===== config.mk =====
export PLATFORM = sky130hd
export DESIGN_NAME = multiplication
export DESIGN_NICKNAME = d
export VERILOG_FILES = /design/src/rtl/multiplication.sv
export SDC_FILE = /design/constraint.sdc
export NUM_CORES = 1
export LEC_CHECK = 0
export CAP_MARGIN = 20
export CORE_MARGIN = 5
export CORE_UTILIZATION = 58
export DETAILED_ROUTE_END_ITERATION = 7
export PLACE_DENSITY = 0.95
export SYNTH_ARGS = -nofsm -noshare
export SYNTH_HDL_FRONTEND = slang
export SYNTH_SLANG_ARGS = --single-unit

===== constraint.sdc =====
create_clock -name clock -period 4.3 [get_ports clock]
set_input_delay 0.86 -clock clock [delete_from_list [all_inputs] [get_ports clock]]
set_output_delay 0.86 -clock clock [all_outputs]
set_load 0.01 [all_outputs]

===== src/rtl/multiplication.sv =====
// Sequential shift-add unsigned multiplier.
//
// Performs one shift-add step per clock. A result is ready WIDTH cycles after
// start is sampled, and done pulses for one cycle when it is.
//
// Ports:
//   clock  - sole clock; all state changes on the rising edge
//   reset  - synchronous, active-high reset
//   start  - begin a multiply; accepted in IDLE or DONE, ignored in RUN
//   a, b   - unsigned operands, captured on the edge that accepts start
//   p      - registered 2*WIDTH-bit product; updated only when a result completes
//   busy   - high exactly while a multiply is running
//   done   - one-cycle pulse; p holds the new result during this cycle
module multiplication #(
    parameter int unsigned WIDTH = 32
) (
    input  logic               clock,
    input  logic               reset,
    input  logic               start,
    input  logic [WIDTH-1:0]   a,
    input  logic [WIDTH-1:0]   b,
    output logic [2*WIDTH-1:0] p,
    output logic               busy,
    output logic               done
);

    localparam int unsigned CntW = $clog2(WIDTH + 1);

    typedef enum logic [1:0] {
        StIdle,
        StRun,
        StDone
    } state_e;

    state_e             state_q, state_d;
    logic [WIDTH-1:0]   mcand_q, mcand_d;
    logic [WIDTH-1:0]   mplier_q, mplier_d;
    logic [WIDTH-1:0]   acc_q, acc_d;
    logic [CntW-1:0]    cnt_q, cnt_d;
    logic [2*WIDTH-1:0] p_q, p_d;
    logic               busy_q, busy_d;
    logic               done_q, done_d;

    // One extra bit keeps the carry out of the partial-product add.
    logic [WIDTH:0]     sum;
    logic [WIDTH-1:0]   acc_next;
    logic [WIDTH-1:0]   mplier_next;

    always_comb begin
        sum         = {1'b0, acc_q} + ({1'b0, mcand_q} & {(WIDTH + 1){mplier_q[0]}});
        // {carry, acc, mplier} shifted right by one bit.
        acc_next    = sum[WIDTH:1];
        mplier_next = {sum[0], mplier_q[WIDTH-1:1]};
    end

    always_comb begin
        state_d  = state_q;
        mcand_d  = mcand_q;
        mplier_d = mplier_q;
        acc_d    = acc_q;
        cnt_d    = cnt_q;
        p_d      = p_q;
        busy_d   = busy_q;
        done_d   = done_q;

        unique case (state_q)
            StIdle: begin
                if (start) begin
                    mcand_d  = a;
                    mplier_d = b;
                    acc_d    = '0;
                    cnt_d    = CntW'(WIDTH);
                    state_d  = StRun;
                    busy_d   = 1'b1;
                    done_d   = 1'b0;
                end
            end
            StRun: begin
                acc_d    = acc_next;
                mplier_d = mplier_next;
                cnt_d    = cnt_q - CntW'(1);
                // Last step: publish the freshly shifted result directly.
                if (cnt_q == CntW'(1)) begin
                    p_d     = {acc_next, mplier_next};
                    state_d = StDone;
                    busy_d  = 1'b0;
                    done_d  = 1'b1;
                end
            end
            StDone: begin
                done_d = 1'b0;
                if (start) begin
                    // Back-to-back accept straight from the DONE cycle.
                    mcand_d  = a;
                    mplier_d = b;
                    acc_d    = '0;
                    cnt_d    = CntW'(WIDTH);
                    state_d  = StRun;
                    busy_d   = 1'b1;
                end else begin
                    state_d = StIdle;
                end
            end
            default: begin
                state_d = StIdle;
                busy_d  = 1'b0;
                done_d  = 1'b0;
            end
        endcase
    end

    always_ff @(posedge clock) begin
        if (reset) begin
            state_q  <= StIdle;
            mcand_q  <= '0;
            mplier_q <= '0;
            acc_q    <= '0;
            cnt_q    <= '0;
            p_q      <= '0;
            busy_q   <= 1'b0;
            done_q   <= 1'b0;
        end else begin
            state_q  <= state_d;
            mcand_q  <= mcand_d;
            mplier_q <= mplier_d;
            acc_q    <= acc_d;
            cnt_q    <= cnt_d;
            p_q      <= p_d;
            busy_q   <= busy_d;
            done_q   <= done_d;
        end
    end

    assign p    = p_q;
    assign busy = busy_q;
    assign done = done_q;

endmodule

==> out/results.tsv, run 1 <==
metric	value	unit
status	completed	
Synth area leader	dfxtp_1	
largest net degree at the start of global routing	63	
slowest stage cell, crit path	dfxtp_1	
Die Span Y	129	um
hold crit path type	register to register	
Critical path origin	mplier_q[0]$_SDFFE_PP0P_	
Final setup viols	0	
Synth Flop Type	dfxtp_1	
via count	7517	
die area	0.0165	sq mm
Fin. Hold Viols	0	
Seq/Total Area, Yosys	0.415	
Cell Area, Synth	0.00815	sq mm
IO Port Bufs	132	
Cells after Synth	990	
Distinct cells, synth	64	
Total Neg Setup Slack	0	ns
Max-Cap Viols	0	
Skew-Pair Late Insertion Delay	0.43	ns
power density over cell area	354	mW/mm^2
core area	0.0138	sq mm
DR WL/cell	16.7	um
share of the clock period used by the worst path	0.789	
Pleak	3.89	nW
DP Wirelength	14700	um
VDD IR max	0.000270	V
CP required	4.64	ns
starting DRC count in detailed routing	663	
synth top area cells	dfxtp_1 42%, nand2_1 9.3%, a21oi_1 7.2%	
synth cell count leaders	202 x nand2_1, 169 x dfxtp_1, 118 x a21oi_1	
crit path kind	register to register	
asr flop ratio synth	0	
Root Buffer	clkbuf_16	
Worst Setup EP	p[63]$_SDFFE_PP0P_	
Startpoint Class	register	
Inserted Clock Buffers	17	
Setup Skew	0.00978	ns
vias per cell	5.89	
syn_area_per_cell	8.23	sq um
grt total ovfl	0	
Top Ports	133	
max-slew violations	0	
type of destination of the critical path	register	
fraction of layout cells with a size suffix above 1	0.0556	
initial antenna violation count	0	
cts repair resizes	0	
GPL Wtd Cong	0.975	
vias in the first global route	7249	
Layout Area Growth over Synthesis	23.2	%
Diodes inserted	0	
first-pass GRT wire length	34800	um
Hold-fix buffers, CTS	0	
GRT Util Overall	0.258	
Post-Syn Nets	1092	
post-synth top area share	0.415	
starting density of the core	0.589	
Slowest Stage Delay on Critical Path	0.94	ns
first drt pass iteration count	6	
total power	3.55	mW
remaining antenna violation count after routing	0	
FF-to-FF path depth	11	
clock period minus worst slack	3.39	ns
H-tree Lvls	4	
die width	129	um
Worst-Margin Slew	0.938	ns
FP Rows	43	
Fillers	1023	
Yosys warnings	0	
CP arrival	3.74	ns
Reg2Reg Capture Point	p[63]$_SDFFE_PP0P_	
nets@finish	1187	
EDFF count, synth	0	
Sink Count	169	
crit path cell chain	and2_1, ha_1, fa_1, a211oi_1, o21ai_1, nand4_2, a211oi_2, o22ai_1, o311ai_1, a21oi_1, a211oi_1	
most frequent cell after synthesis	nand2_1	
Worst Path Max Fanout	33	
# DRC	0	
fmax	295	MHz
CTS tree	done	
Yosys reg bits	169	
Reg2Reg Setup Slack	0.91	ns
CTS max path bufs	2	
relative slew slack	0.374	
most frequent CP cell	a211oi_1	
Routed Wire Length	21300	um
Reg clk slew, reported paths	0.07	ns
startpoint of the worst-slack reg-to-reg timing path	mplier_q[0]$_SDFFE_PP0P_	
RSZ-0062 raised after global routing	no	
Setup Fix Bufs, Post-CTS	0	
==> metrics by stage <==
step / instance area, sq um / worst slack, ns / cells / hold WS (ns) / utilization
global placement: 9470 / 1.11 / 1246 / 0.440 / 0.685
finish: 10000 / 0.907 / 1277 / 0.452 / 0.726
global route: 10000 / 0.540 / 1277 / 0.462 / 0.726
detailed placement: 9470 / 0.990 / 1246 / 0.446 / 0.685
floorplan: 8150 / 1.56 / 990 / 0.430 / -
CTS: 10000 / 0.963 / 1277 / 0.455 / 0.726
==> where the power goes <==
group          leakage, nW  switching (mW)  internal, mW
Clock                0.260           0.624         0.855
Sequential            1.38          0.0558          1.64
Combinational         2.25           0.216         0.167
Total                 3.89           0.896          2.66
==> worst min path at each step <==
| stage | from | to | slack [ns] | cells past startpoint |
|---|---|---|---|---|
| global route | mcand_q[0]$_SDFFE_PP0P_ | mcand_q[0]$_SDFFE_PP0P_ | 0.46 | 2 |
| floorplan | acc_q[28]$_SDFFE_PP0P_ | acc_q[28]$_SDFFE_PP0P_ | 0.43 | 2 |
| global placement | mcand_q[30]$_SDFFE_PP0P_ | mcand_q[30]$_SDFFE_PP0P_ | 0.44 | 2 |
| CTS | mcand_q[6]$_SDFFE_PP0P_ | mcand_q[6]$_SDFFE_PP0P_ | 0.45 | 2 |
| detailed placement | mcand_q[6]$_SDFFE_PP0P_ | mcand_q[6]$_SDFFE_PP0P_ | 0.45 | 2 |
| finish | mcand_q[6]$_SDFFE_PP0P_ | mcand_q[6]$_SDFFE_PP0P_ | 0.45 | 2 |
==> cell usage in the layout, fill, tap and decap left out, drive strengths merged, types with 6 or more instances in the layout <==
cell           synthesis  layout
o211ai                 6       6
ha                    34      34
o21a                   8       8
a31oi                 10      10
a21oi                121     121
a21o                  17      17
nand2                203     203
a22o                   9       9
o21ai                 23      23
and2                  36      36
buf                   18      12
inv                   11      13
clkbuf                48      21
nor2                  82      82
a22oi                 13      13
clkdlybuf4s50          1     131
xor2                  12      12
nand3                 20      20
xnor2                 14      14
a211oi                38      38
nand4                  8       8
mux2i                 32      32
dfxtp                169     169
and3                   8       8
==> flip-flops by register name, indices dropped and copies added, names as in the netlist <==
register,flops
state_q,1
mplier_q,32
p,64
done,1
busy,1
cnt_q,6
mcand_q,32
acc_q,32
==> per-layer routing <==
layer  share of wire  wire length, um  global-route usage
met3           0.054             1150              0.0535
met5               0                0                   0
met1            0.43             9240               0.324
met2            0.48            10300               0.437
met4           0.028              606              0.0994
==> kinds of logic after synthesis <==
kind of cell	synth area share
AOI/OAI and AO/OA	0.211
xor gates and xnor gates	0.0279
adders and majority gates	0.0547
buffers and inverters	0.0438
DFF	0.415
muxes	0.0407
and+or+nand+nor	0.207
==> layout make-up <==
cell class	instances	area (sq um)	area share
flip-flops and latches	169	3380	0.337
well taps	180	225	0.0224
inverters	11	41.3	0.00411
clock inverters	10	121	0.0121
multi-input cells	743	4420	0.441
repair buffers	143	1400	0.140
clock buffers	21	440	0.0439
==> worst max-delay path: cells and delay by family (launching register included) <==
family | cells | cell delay (ns)
compound gates | 7 | 1.49
flops | 1 | 0.94
simple gates | 2 | 0.46
fa+ha+maj | 2 | 0.42
No activity file was read; power rests on OpenSTA's default activity.
==> inputs of run 2 (changes only) <==
- CORE_UTILIZATION: 58 -> 54
- PLACE_DENSITY: 0.95 -> 0.92
- clock period: 4.3 -> 3.5 ns (I/O delays scaled with it)
==> run 2 against run 1 <==
  * Utilization shrank 5.1 points
  * Combinational power grew 24%
  * Die area grew 6.8%
  * Via count shrank 0.55%
  * Worst setup slack lost 0.51 ns
  * First-iteration DRC count shrank 6.9%
  * Clock skew grew 0.0052 ns
  * Hold slack is essentially flat
  * Critical path depth grew 1
  * Critical path type unchanged
  * Largest power group unchanged
==> out/results.tsv, run 2 (synthesized netlist as in run 1, its figures left out) <==
metric	value	unit	change
cts repair resizes	0		unchanged
initial antenna violation count	0		unchanged
Pleak	3.94	nW	was 3.89 nW
Total Neg Setup Slack	0	ns	unchanged
vias per cell	5.80		was 5.89
Reg2Reg Setup Slack	0.40	ns	was 0.91 ns
max-slew violations	0		unchanged
starting density of the core	0.544		was 0.589
Skew-Pair Late Insertion Delay	0.43	ns	about the same
max reg flops	64		unchanged
Sink Count	169		unchanged
crit path kind	register to register		unchanged
combinational power share	0.107		was 0.108
first-pass GRT wire length	35500	um	was 34800 um
status	completed		unchanged
H-tree Lvls	4		unchanged
Reg2Reg Capture Point	p[62]$_SDFFE_PP0P_		was p[63]$_SDFFE_PP0P_
Setup Fix Bufs, Post-CTS	0		unchanged
FF/Latch Area	0.00338	sq mm	unchanged
post-route non-filler standard cell count	1289		was 1277
multi-input logic area	0.00442	sq mm	unchanged
Hold-fix buffers, CTS	0		unchanged
worst hold path endpoint	mcand_q[5]$_SDFFE_PP0P_		was mcand_q[6]$_SDFFE_PP0P_
fmax	322	MHz	was 295 MHz
Fillers	1175		was 1023
CP arrival	3.43	ns	was 3.74 ns
GPL Wtd Cong	0.956		was 0.975
die area	0.0176	sq mm	was 0.0165 sq mm
most common cell after layout, fill and taps aside	nand2_1		unchanged
Worst Path Max Fanout	15		was 33
grt total ovfl	0		unchanged
Die Span Y	133	um	was 129 um
CTS max path bufs	2		unchanged
Final setup viols	0		unchanged
relative slew slack	0.419		was 0.374
Routed Wire Length	21700	um	was 21300 um
most frequent cells in the layout	200 x nand2_1, 168 x dfxtp_1, 131 x clkdlybuf4s50_1		unchanged
Max-Cap Viols	0		unchanged
worst hold start	mcand_q[5]$_SDFFE_PP0P_		was mcand_q[6]$_SDFFE_PP0P_
Post-Place Cells	1257		was 1246
share of the clock period used by the worst path	0.886		was 0.789
starting DRC count in detailed routing	617		was 663
FP Rows	45		was 43
DR WL/cell	16.8	um	was 16.7 um
via count	7476		was 7517
Top Ports	133		unchanged
type of destination of the critical path	register		unchanged
# DRC	0		unchanged
dpl cell area	0.00951	sq mm	was 0.00947 sq mm
Layout Area Growth over Synthesis	23.9	%	was 23.2%
Worst-Margin Slew	0.869	ns	was 0.938 ns
RSZ-0062 raised after global routing	no		unchanged
Switching Fraction	0.261		was 0.252
IO Port Bufs	132		unchanged
DP Wirelength	14800	um	was 14700 um
remaining antenna violation count after routing	0		unchanged
Inserted Clock Buffers	17		unchanged
CTS tree	done		unchanged
Post-Route Utilization	0.674		was 0.726
Root Buffer	clkbuf_16		unchanged
vias in the first global route	7307		was 7249
Hold Crit Depth	2		unchanged
Sw Pwr	1.16	mW	was 0.896 mW
fin area	0.0101	sq mm	was 0.0100 sq mm
GRT Util Overall	0.244		was 0.258
startpoint of the worst-slack reg-to-reg timing path	mplier_q[0]$_SDFFE_PP0P_		unchanged
Setup Skew	0.0150	ns	was 0.00978 ns
clock period minus worst slack	3.10	ns	was 3.39 ns
die width	133	um	was 129 um
nets@finish	1190		was 1187
hold crit path type	register to register		unchanged
CP required	3.82	ns	was 4.64 ns
Diodes inserted	0		unchanged
FF-to-FF path depth	12		was 11
Clock power frac	0.424		was 0.416
Startpoint Class	register		unchanged
fin worst setup slack	0.399	ns	was 0.907 ns
largest net degree at the start of global routing	62		was 63
first drt pass iteration count	5		was 6
core area	0.0150	sq mm	was 0.0138 sq mm
power density over cell area	439	mW/mm^2	was 354 mW/mm^2
Reg power frac	0.469		was 0.476
DP Worst Slack	0.462	ns	was 0.990 ns
internal power	3.28	mW	was 2.66 mW
Reg clk slew, reported paths	0.07	ns	about the same
VDD IR max	0.000343	V	was 0.000270 V
fraction of layout cells with a size suffix above 1	0.0627		was 0.0556
Fin. Hold Viols	0		unchanged
## run 2: area by class of cell
cell class	count	area share
Sequential cell	169	0.335
Clock buffer	20	0.0462
Timing Repair Buffer	146	0.141
Clock inverter	12	0.0125
Inverter	11	0.00409
Tap cell	188	0.0233
Multi-Input combinational cell	743	0.438
## run 2: through the flow
step           total power [mW]  hold WS (ns)
5_1_grt                    4.59         0.473
4_1_cts                    4.45         0.454
2_1_floorplan              2.41         0.430
3_3_place_gp               2.57         0.440
6_report                   4.43         0.452
3_5_place_dp               2.59         0.445
## run 2: worst max path at each step
stage	start	cells after the start	slack, ns	end
floorplan	mplier_q[0]$_SDFFE_PP0P_	11	0.76	acc_q[27]$_SDFFE_PP0P_
CTS	mplier_q[0]$_SDFFE_PP0P_	12	0.44	p[62]$_SDFFE_PP0P_
global route	mplier_q[0]$_SDFFE_PP0P_	11	0.14	p[63]$_SDFFE_PP0P_
finish	mplier_q[0]$_SDFFE_PP0P_	12	0.40	p[62]$_SDFFE_PP0P_
detailed placement	mplier_q[0]$_SDFFE_PP0P_	12	0.46	p[62]$_SDFFE_PP0P_
global placement	mplier_q[0]$_SDFFE_PP0P_	12	0.54	p[62]$_SDFFE_PP0P_
## run 2: layer usage
layer	track usage	up-vias	share of wire
met3	0.0616	43	0.066
met5	0	-	0
met2	0.409	269	0.48
met1	0.300	3521	0.42
met4	0.0999	0	0.030
li1	-	3643	-
## run 2: critical path, stage by stage (launching register included)
cell     delay (ns)
dfxtp_1        0.61
buf_4          0.26
buf_4          0.17
and2_1         0.14
ha_1           0.31
and3_1         0.23
and3_1         0.19
a211o_1        0.27
a21oi_1        0.16
o21ai_1        0.08
a21oi_2        0.17
nor4_1         0.07
a311o_1        0.33
## run 2: power by group through the flow
stage / Combinational (mW) / Sequential, mW / Clock, mW
floorplan: 0.315 / 2.09 / 0
global placement: 0.456 / 2.12 / 0
detailed placement: 0.470 / 2.12 / 0
CTS: 0.474 / 2.08 / 1.90
global route: 0.523 / 2.09 / 1.98
finish: 0.475 / 2.08 / 1.88
